**config.mk**
```make
export PLATFORM = sky130hd
export DESIGN_NAME = fb_reader
export DESIGN_NICKNAME = d
export VERILOG_FILES = /design/src/rtl/fb_reader.sv
export SDC_FILE = /design/constraint.sdc
export NUM_CORES = 1
export LEC_CHECK = 0
export CORE_UTILIZATION = 54
export CTS_BUF_LIST = sky130_fd_sc_hd__clkbuf_16
export DETAILED_ROUTE_END_ITERATION = 16
export GPL_ROUTABILITY_DRIVEN = 0
export MAX_ROUTING_LAYER = met4
export PLACE_DENSITY = 0.81
export SETUP_SLACK_MARGIN = 0.05
export SKIP_CTS_REPAIR_TIMING = 1
export SLEW_MARGIN = 20
export SYNTH_ARGS = -nofsm -noshare
export SYNTH_HDL_FRONTEND = slang
export SYNTH_SLANG_ARGS = --single-unit
export TNS_END_PERCENT = 5
```
**constraint.sdc**
```tcl
create_clock -name clk -period 5.85 [get_ports clk]
set_input_delay 1.17 -clock clk [delete_from_list [all_inputs] [get_ports clk]]
set_output_delay 1.17 -clock clk [all_outputs]
set_load 0.05 [all_outputs]
```
**src/rtl/fb_reader.sv**
```systemverilog
// Framebuffer read-side engine: maps the VGA scan position to framebuffer read
// addresses and returns the centred pixel colour, switching modes only on frame boundaries.
module fb_reader #(
  parameter int IMG_W    = 160,
  parameter int IMG_H    = 120,
  parameter int FATOR    = 2,
  parameter int SCREEN_W = 640,
  parameter int SCREEN_H = 480,
  parameter int RD_LAT   = 1
) (
  input  logic        clk,
  input  logic        reset,
  input  logic [1:0]  seletor,
  input  logic        copy_done,
  input  logic [9:0]  next_x,
  input  logic [9:0]  next_y,
  output logic [18:0] ram_rdaddr,
  input  logic [7:0]  ram_q,
  output logic [7:0]  color_out,
  output logic        active,
  output logic [1:0]  mode_cur,
  output logic        frame_start
);

  localparam int W_BIG = IMG_W * FATOR;
  localparam int H_BIG = IMG_H * FATOR;
  localparam int W_SML = IMG_W / FATOR;
  localparam int H_SML = IMG_H / FATOR;

  localparam logic [9:0] XOFF_BIG = 10'((SCREEN_W - W_BIG) / 2);
  localparam logic [9:0] YOFF_BIG = 10'((SCREEN_H - H_BIG) / 2);
  localparam logic [9:0] XOFF_SML = 10'((SCREEN_W - W_SML) / 2);
  localparam logic [9:0] YOFF_SML = 10'((SCREEN_H - H_SML) / 2);

  typedef enum logic [1:0] {
    WAIT_COPY  = 2'd0,
    WAIT_FRAME = 2'd1,
    ACTIVE     = 2'd2
  } state_t;

  state_t      state, next_state;
  logic [1:0]  entry_sel;
  logic [9:0]  x_lo, x_hi, y_lo, y_hi, w_amp;
  logic        boundary;
  logic        in_img;
  logic [18:0] addr_calc;
  logic [RD_LAT:0] img_dly;

  assign boundary = (next_x == 10'd0) && (next_y == 10'd0);

  // State plus the mode/geometry latched only when the display actually starts
  always_ff @(posedge clk or negedge reset) begin
    if (!reset) begin
      state     <= WAIT_COPY;
      entry_sel <= 2'b11;
      mode_cur  <= 2'b11;
      x_lo      <= '0;
      x_hi      <= '0;
      y_lo      <= '0;
      y_hi      <= '0;
      w_amp     <= '0;
    end else begin
      state <= next_state;
      if (state == WAIT_COPY && next_state == WAIT_FRAME)
        entry_sel <= seletor;
      if (state == WAIT_FRAME && next_state == ACTIVE) begin
        mode_cur <= seletor;
        if (seletor == 2'b01) begin
          x_lo  <= XOFF_SML;
          x_hi  <= XOFF_SML + 10'(W_SML);
          y_lo  <= YOFF_SML;
          y_hi  <= YOFF_SML + 10'(H_SML);
          w_amp <= 10'(W_SML);
        end else begin
          x_lo  <= XOFF_BIG;
          x_hi  <= XOFF_BIG + 10'(W_BIG);
          y_lo  <= YOFF_BIG;
          y_hi  <= YOFF_BIG + 10'(H_BIG);
          w_amp <= 10'(W_BIG);
        end
      end
    end
  end

  // A mode change or lost copy beats a coincident frame boundary
  always_comb begin
    next_state = state;
    case (state)
      WAIT_COPY:
        if (copy_done && seletor != 2'b11) next_state = WAIT_FRAME;
      WAIT_FRAME:
        if (!copy_done || seletor != entry_sel) next_state = WAIT_COPY;
        else if (boundary)                     next_state = ACTIVE;
      ACTIVE:
        if (!copy_done || seletor != mode_cur) next_state = WAIT_COPY;
      default:
        next_state = WAIT_COPY;
    endcase
  end

  always_comb begin
    active    = (state == ACTIVE);
    in_img    = (state == ACTIVE)
              && ({1'b0, next_x} < 11'(SCREEN_W)) && ({1'b0, next_y} < 11'(SCREEN_H))
              && (next_x >= x_lo) && (next_x < x_hi)
              && (next_y >= y_lo) && (next_y < y_hi);
    addr_calc = 19'(next_y - y_lo) * 19'(w_amp) + 19'(next_x - x_lo);
  end

  // Read pipeline; in-flight pixels are dropped as soon as ACTIVE is left
  always_ff @(posedge clk or negedge reset) begin
    if (!reset) begin
      ram_rdaddr  <= '0;
      color_out   <= '0;
      frame_start <= 1'b0;
      img_dly     <= '0;
    end else begin
      ram_rdaddr  <= in_img ? addr_calc : '0;
      frame_start <= (state == ACTIVE) && (next_state == ACTIVE) && boundary;
      if (next_state != ACTIVE) begin
        img_dly   <= '0;
        color_out <= '0;
      end else begin
        img_dly   <= {img_dly[RD_LAT-1:0], in_img};
        color_out <= img_dly[RD_LAT] ? ram_q : 8'h00;
      end
    end
  end

endmodule

```
Word-level counts from Yosys, hierarchy flattened. Index checks and enable logic that the tools add are counted.

Bits in writable memories: 0. Memory bits (read-only): 0. Memories: 0. Bits in registers: 86. Latch bits: 0.

Equal/unequal tests: 9. Div/mod/pow operators: 0. Reductions and logical operators: 18. Bitwise operators: 0. Multipliers: 1. Shift-type cells: 0. Order comparisons: 6. Muxes and demuxes: 14. Add/subtract/negate cells: 3.

Operators by type and width (count): $mux W8 (4); $sub A10 B10 Y11 (2); $ge A10 B10 Y1 (2); $logic_not A10 Y1 (2); $lt A10 B10 Y1 (2); $add A19 B19 Y19 (1); $mul A11 B11 Y19 (1); $mux W19 (1); $mux W9 (2); $logic_and A1 B1 Y1 (12); $lt A10 B10 Y1 const B (1); $lt A10 B9 Y1 const B (1); $mux W2 (5); $mux W7 (1); $eq A2 B1 Y1 const B (3); $pmux W2 S3 (1); $eq A2 B2 Y1 const B (2); $ne A2 B2 Y1 (2); $ne A2 B2 Y1 const B (2); $logic_not A2 Y1 (1); $logic_or A1 B1 Y1 (2); $logic_not A1 Y1 (1).

Longest topological paths before layout.
Depth after elaboration: 8. Gate-level depth with buffers: 22. Mapped depth without buffers: 22.

Worst setup path before layout. Ideal clock, no wire load.

Path kind: in2reg. Start: input port next_y[4]. End: register ram_rdaddr[18]. Stages: 16. Library setup time: 121 ps. Data arrival time: 5032 ps. Path slack: 697 ps. Path through: ha_1 -> a21o_1 -> a31o_2 -> a21oi_1 -> xnor2_1 -> and2_1 -> ha_1 -> fa_1 -> fa_1 -> ha_1 -> ha_1 -> or3_1 -> o211ai_1 -> a31o_2 -> xnor2_1 -> nor2_1.

Cells in the longest elaborated chain, start to end: 7. Elaborated cells between the ends (all ways): 12. Classes of those cells: 2 x add/sub; 1 x mul; 3 x order compare; 1 x mux; 5 x reduce/logical.

Ends and longest elaborated chain: from (decl) (line 16) `input logic [9:0] next_y,`; branches (longest 6 deep; another with $mul A11 B11 Y19); $mux W19 (*) (line 118) `ram_rdaddr <= in_img ? addr_calc : '0;`; to (signal assigned) (line 118); to (decl) (line 17) `output logic [18:0] ram_rdaddr,`.

Every way passes the cells marked *. A chain may end at the register's enable or synchronous reset.

Worst setup path after layout.
Start: input port next_y[4]. End: register ram_rdaddr[17].

The elaborated chain is that of the path after synthesis.

==> flow_metrics.env <==
export IMPL_outcome="finished, final reports clean"
export IMPL_max_cap_violations=0
export IMPL_initialDrtViolationCount=170
export IMPL_antenna_violations_before_repair=0
export IMPL_route_final_wire_length_um=8210
export IMPL_numCtsBuffers=5
export IMPL_cp_cell_sequence="clkdlybuf4s50_1, ha_1, a21o_1, a31o_2, a21oi_1, xnor2_1, and2_1, ha_1, fa_1, fa_1, ha_1, ha_1, nor4_1, o21ai_1, a41oi_2, a21oi_1, xnor2_1, nor2_1"
export IMPL_cts_sink_count=39
export IMPL_remaining_antenna_violation_count_after_routing=0
export IMPL_finalClockSkew_ns=0.00631
export IMPL_synth_top_area_cell="sky130_fd_sc_hd__dfrtp_1"
export IMPL_area_growth_pct=26.5
export IMPL_grt_pass1_vias=2947
export IMPL_ys_seq_elements=39
export IMPL_grt_pass1_wl_um=13300
export IMPL_maxClockFrequency_mhz=178
export IMPL_setup_repair_after_global_routing_missed_its_margin="yes"
export IMPL_die_y_um=85.3
export IMPL_post_route_drc=0
export IMPL_cellLeakagePower_nw=2.29
export IMPL_synth_top_flop_cell="sky130_fd_sc_hd__dfrtp_1"
export IMPL_grt_overflow=0
export IMPL_placement_rows=30
export IMPL_crit_fanout=5
export IMPL_crit_path_frequent_cell="sky130_fd_sc_hd__ha_1"
export IMPL_clock_tree_buffer_depth=2
export IMPL_drt_first_pass_iters=4
export IMPL_clock_slew_at_reported_path_ffs_ns=0.06
export IMPL_grt_use_total=0.240
export IMPL_timing_final_crit_period_ns=5.60
export IMPL_reg2regPathDepth=20
export IMPL_crit_type="input pin to flop"
export IMPL_pin_count=64
export IMPL_synth_edff_count=0
export IMPL_drive_above_1_share=0.0950
export IMPL_synth_cells=381
export IMPL_share_of_async_settable_or_async_resettable_flops_after_synthesis=1.00
export IMPL_ir_drop_uv=120
export IMPL_synth_area_um2=3750
export IMPL_worst_ep_arrival_time_ns=5.77
export IMPL_initial_core_util=0.555
export IMPL_synth_distinct_cells=50
export IMPL_worstSetupStartpointType="input pin"
export IMPL_antenna_cells=0
export IMPL_clock_root_buffer="sky130_fd_sc_hd__clkbuf_16"
export IMPL_cp_depth=18
export IMPL_largest_net_degree_at_the_start_of_global_routing=40
export IMPL_htree_levels=2
export IMPL_holdPathStages=1
export IMPL_relSlewSlack=0.421
export IMPL_min_delay_path_class="flop to flop"
export IMPL_clock_insertion_delay_worst_skew_ns=0.28
export IMPL_routedWlPerCell_um=15.1
export IMPL_post_dp_area_um2=4570
export IMPL_vias=3064
export IMPL_place_hpwl_um=6520
export IMPL_count_of_filler_cells_inserted_in_the_layout=523
export IMPL_dieArea_um2=7280
export IMPL_placement_io_buffers=63
export IMPL_timing_hold_violations_final=0
export IMPL_hold_ws_ns=0.476
export IMPL_report_final_slew_viol_count=0
export IMPL_period_share=0.958
export IMPL_kind_of_end_point_of_the_critical_path="flop"
export IMPL_synth_warning_count=0
export IMPL_worst_path_largest_cell_delay_ns=0.58
export IMPL_critical_path_top_delay_family="adder cells"
export IMPL_synth_avg_cell_area_um2=9.84
export IMPL_clock_tree_from_tritoncts="yes"
export IMPL_setup_tns_after_final_layout_ns=0
export IMPL_report_final_setup_viol=0
export IMPL_synth_top_cells_by_count="61 x sky130_fd_sc_hd__ha_1, 45 x sky130_fd_sc_hd__nor2_1, 40 x sky130_fd_sc_hd__inv_1, 35 x sky130_fd_sc_hd__dfrtp_1, 25 x sky130_fd_sc_hd__and2_1"
export IMPL_chipWidth_um=85.3
export IMPL_drt_vias_per_instance=5.64
export IMPL_synth_top_cells_by_area="sky130_fd_sc_hd__dfrtp_1 23%, sky130_fd_sc_hd__ha_1 20%, sky130_fd_sc_hd__fa_1 12%"
export IMPL_core_area_um2=6760
export IMPL_synthMostInstantiatedCell="sky130_fd_sc_hd__ha_1"
export IMPL_cpMaxStageDelayCell="sky130_fd_sc_hd__fa_1"
export IMPL_max_slew_worst_pin_slew_ns=0.868
export IMPL_path_buf_inv=1
export IMPL_netlist_area_leader_share=0.234
export IMPL_finalInstanceArea_um2=4740
export IMPL_power_per_cell_area_nw_per_um2=187
export IMPL_ys_seq_area_frac=0.262
export IMPL_mappedNetlistNets=497
export IMPL_worst_endpoint_required_ns=6.02
export IMPL_fin_nets=578
-- path summary, 6_finish.rpt --
kind	start	end	slack (ns)
worst max-delay path	next_y[4]	ram_rdaddr[17]	0.25
worst min-delay path	img_dly[0]	img_dly[1]	0.48
worst max register to register	y_hi[6]	ram_rdaddr[18]	0.83
worst min register to register	img_dly[0]	img_dly[1]	0.48
max in group asynchronous	reset	img_dly[1]	4.30
min in group asynchronous	reset	ram_rdaddr[18]	0.98
-- through the flow --
stage	instances	total power [W]	worst slack [ns]	util
floorplan	381	0.000479	0.697	-
global placement	535	0.000561	-0.0521	0.676
detailed placement	535	0.000568	-0.110	0.676
CTS	543	0.000891	0.140	0.701
global route	543	0.000942	0.00606	0.702
finish	543	0.000888	0.247	0.702
-- cell type report --
| class | count | area (um^2) | share of cell area |
|---|---|---|---|
| Sequential cell | 39 | 981 | 0.207 |
| Tap cell | 80 | 100 | 0.0211 |
| Clock buffer | 5 | 125 | 0.0264 |
| Clock inverter | 3 | 43.8 | 0.00923 |
| Timing Repair Buffer | 77 | 731 | 0.154 |
| Multi-Input combinational cell | 298 | 2610 | 0.550 |
| Inverter | 41 | 155 | 0.0327 |
-- power by group --
group	internal [W]	leakage [nW]	total [W]	switching [W]
registers	0.000276	0.524	0.000279	0.00000293
clock network	0.000201	0.0838	0.000316	0.000114
logic	0.000138	1.69	0.000294	0.000155
-- kinds of logic (layout without fill, tap and decap cells) --
| logic type | count (synthesis) | after routing | share of synthesized area |
|---|---|---|---|
| buffers and inverters | 44 | 126 | 0.0454 |
| XOR/XNOR | 27 | 27 | 0.0667 |
| flip-flops | 39 | 39 | 0.262 |
| AND/OR/NAND/NOR | 125 | 125 | 0.183 |
| multiplexers | 4 | 4 | 0.0120 |
| AO/OA/AOI/OAI | 59 | 59 | 0.111 |
| adder cells (fa/ha/maj) | 83 | 83 | 0.321 |
-- worst reg2reg max path, stage by stage (launching register included) --
cell,delay (ns)
sky130_fd_sc_hd__dfrtp_1,0.46
sky130_fd_sc_hd__inv_1,0.33
sky130_fd_sc_hd__ha_1,0.35
sky130_fd_sc_hd__nor2b_1,0.16
sky130_fd_sc_hd__o21ai_0,0.17
sky130_fd_sc_hd__nand2b_1,0.13
sky130_fd_sc_hd__a211oi_1,0.30
sky130_fd_sc_hd__xnor2_1,0.22
sky130_fd_sc_hd__nor2_1,0.08
sky130_fd_sc_hd__ha_1,0.28
sky130_fd_sc_hd__inv_1,0.05
sky130_fd_sc_hd__fa_1,0.51
sky130_fd_sc_hd__fa_1,0.54
sky130_fd_sc_hd__inv_1,0.04
sky130_fd_sc_hd__ha_1,0.29
sky130_fd_sc_hd__ha_1,0.23
sky130_fd_sc_hd__or3_1,0.37
sky130_fd_sc_hd__o21ai_0,0.09
sky130_fd_sc_hd__a31o_2,0.14
sky130_fd_sc_hd__xnor2_1,0.11
sky130_fd_sc_hd__nor2_1,0.05
-- routing by layer --
| metal | part of all wire | GRT usage |
|---|---|---|
| met1 | 0.42 | 0.302 |
| met2 | 0.50 | 0.398 |
| met3 | 0.050 | 0.0302 |
| met4 | 0.030 | 0.0909 |
| met5 | 0 | - |
-- placed cells by master, fill, tap and decap left out, drive strengths merged, types with 3 or more instances in the layout --
cell / Yosys / routed
clkbuf: 0 / 5
nand2b: 4 / 4
mux2: 4 / 4
clkdlybuf4s50: 0 / 62
o21ai: 16 / 16
nor4: 7 / 7
or2: 3 / 3
clkinv: 1 / 3
ha: 61 / 61
fa: 22 / 22
buf: 3 / 15
nor2: 45 / 45
xnor2: 21 / 21
nand2: 7 / 7
a21o: 3 / 3
nor3: 5 / 5
nand4: 3 / 3
xor2: 5 / 5
dfrtp: 35 / 35
nand3: 6 / 6
nor2b: 8 / 8
inv: 40 / 40
and2: 25 / 25
a211oi: 6 / 6
a21oi: 12 / 12
and3: 6 / 6
a211o: 3 / 3
o21a: 5 / 5
dfstp: 4 / 4
-- sequential cells by signal (all words and copies together) (netlist names) --
name and cells:
ram_rdaddr 19, color_out 8, entry_sel 2, img_dly 2, mode_cur 2, state 2, w_amp 2, frame_start 1
y_hi 1
(Power assumes the default switching activity.)
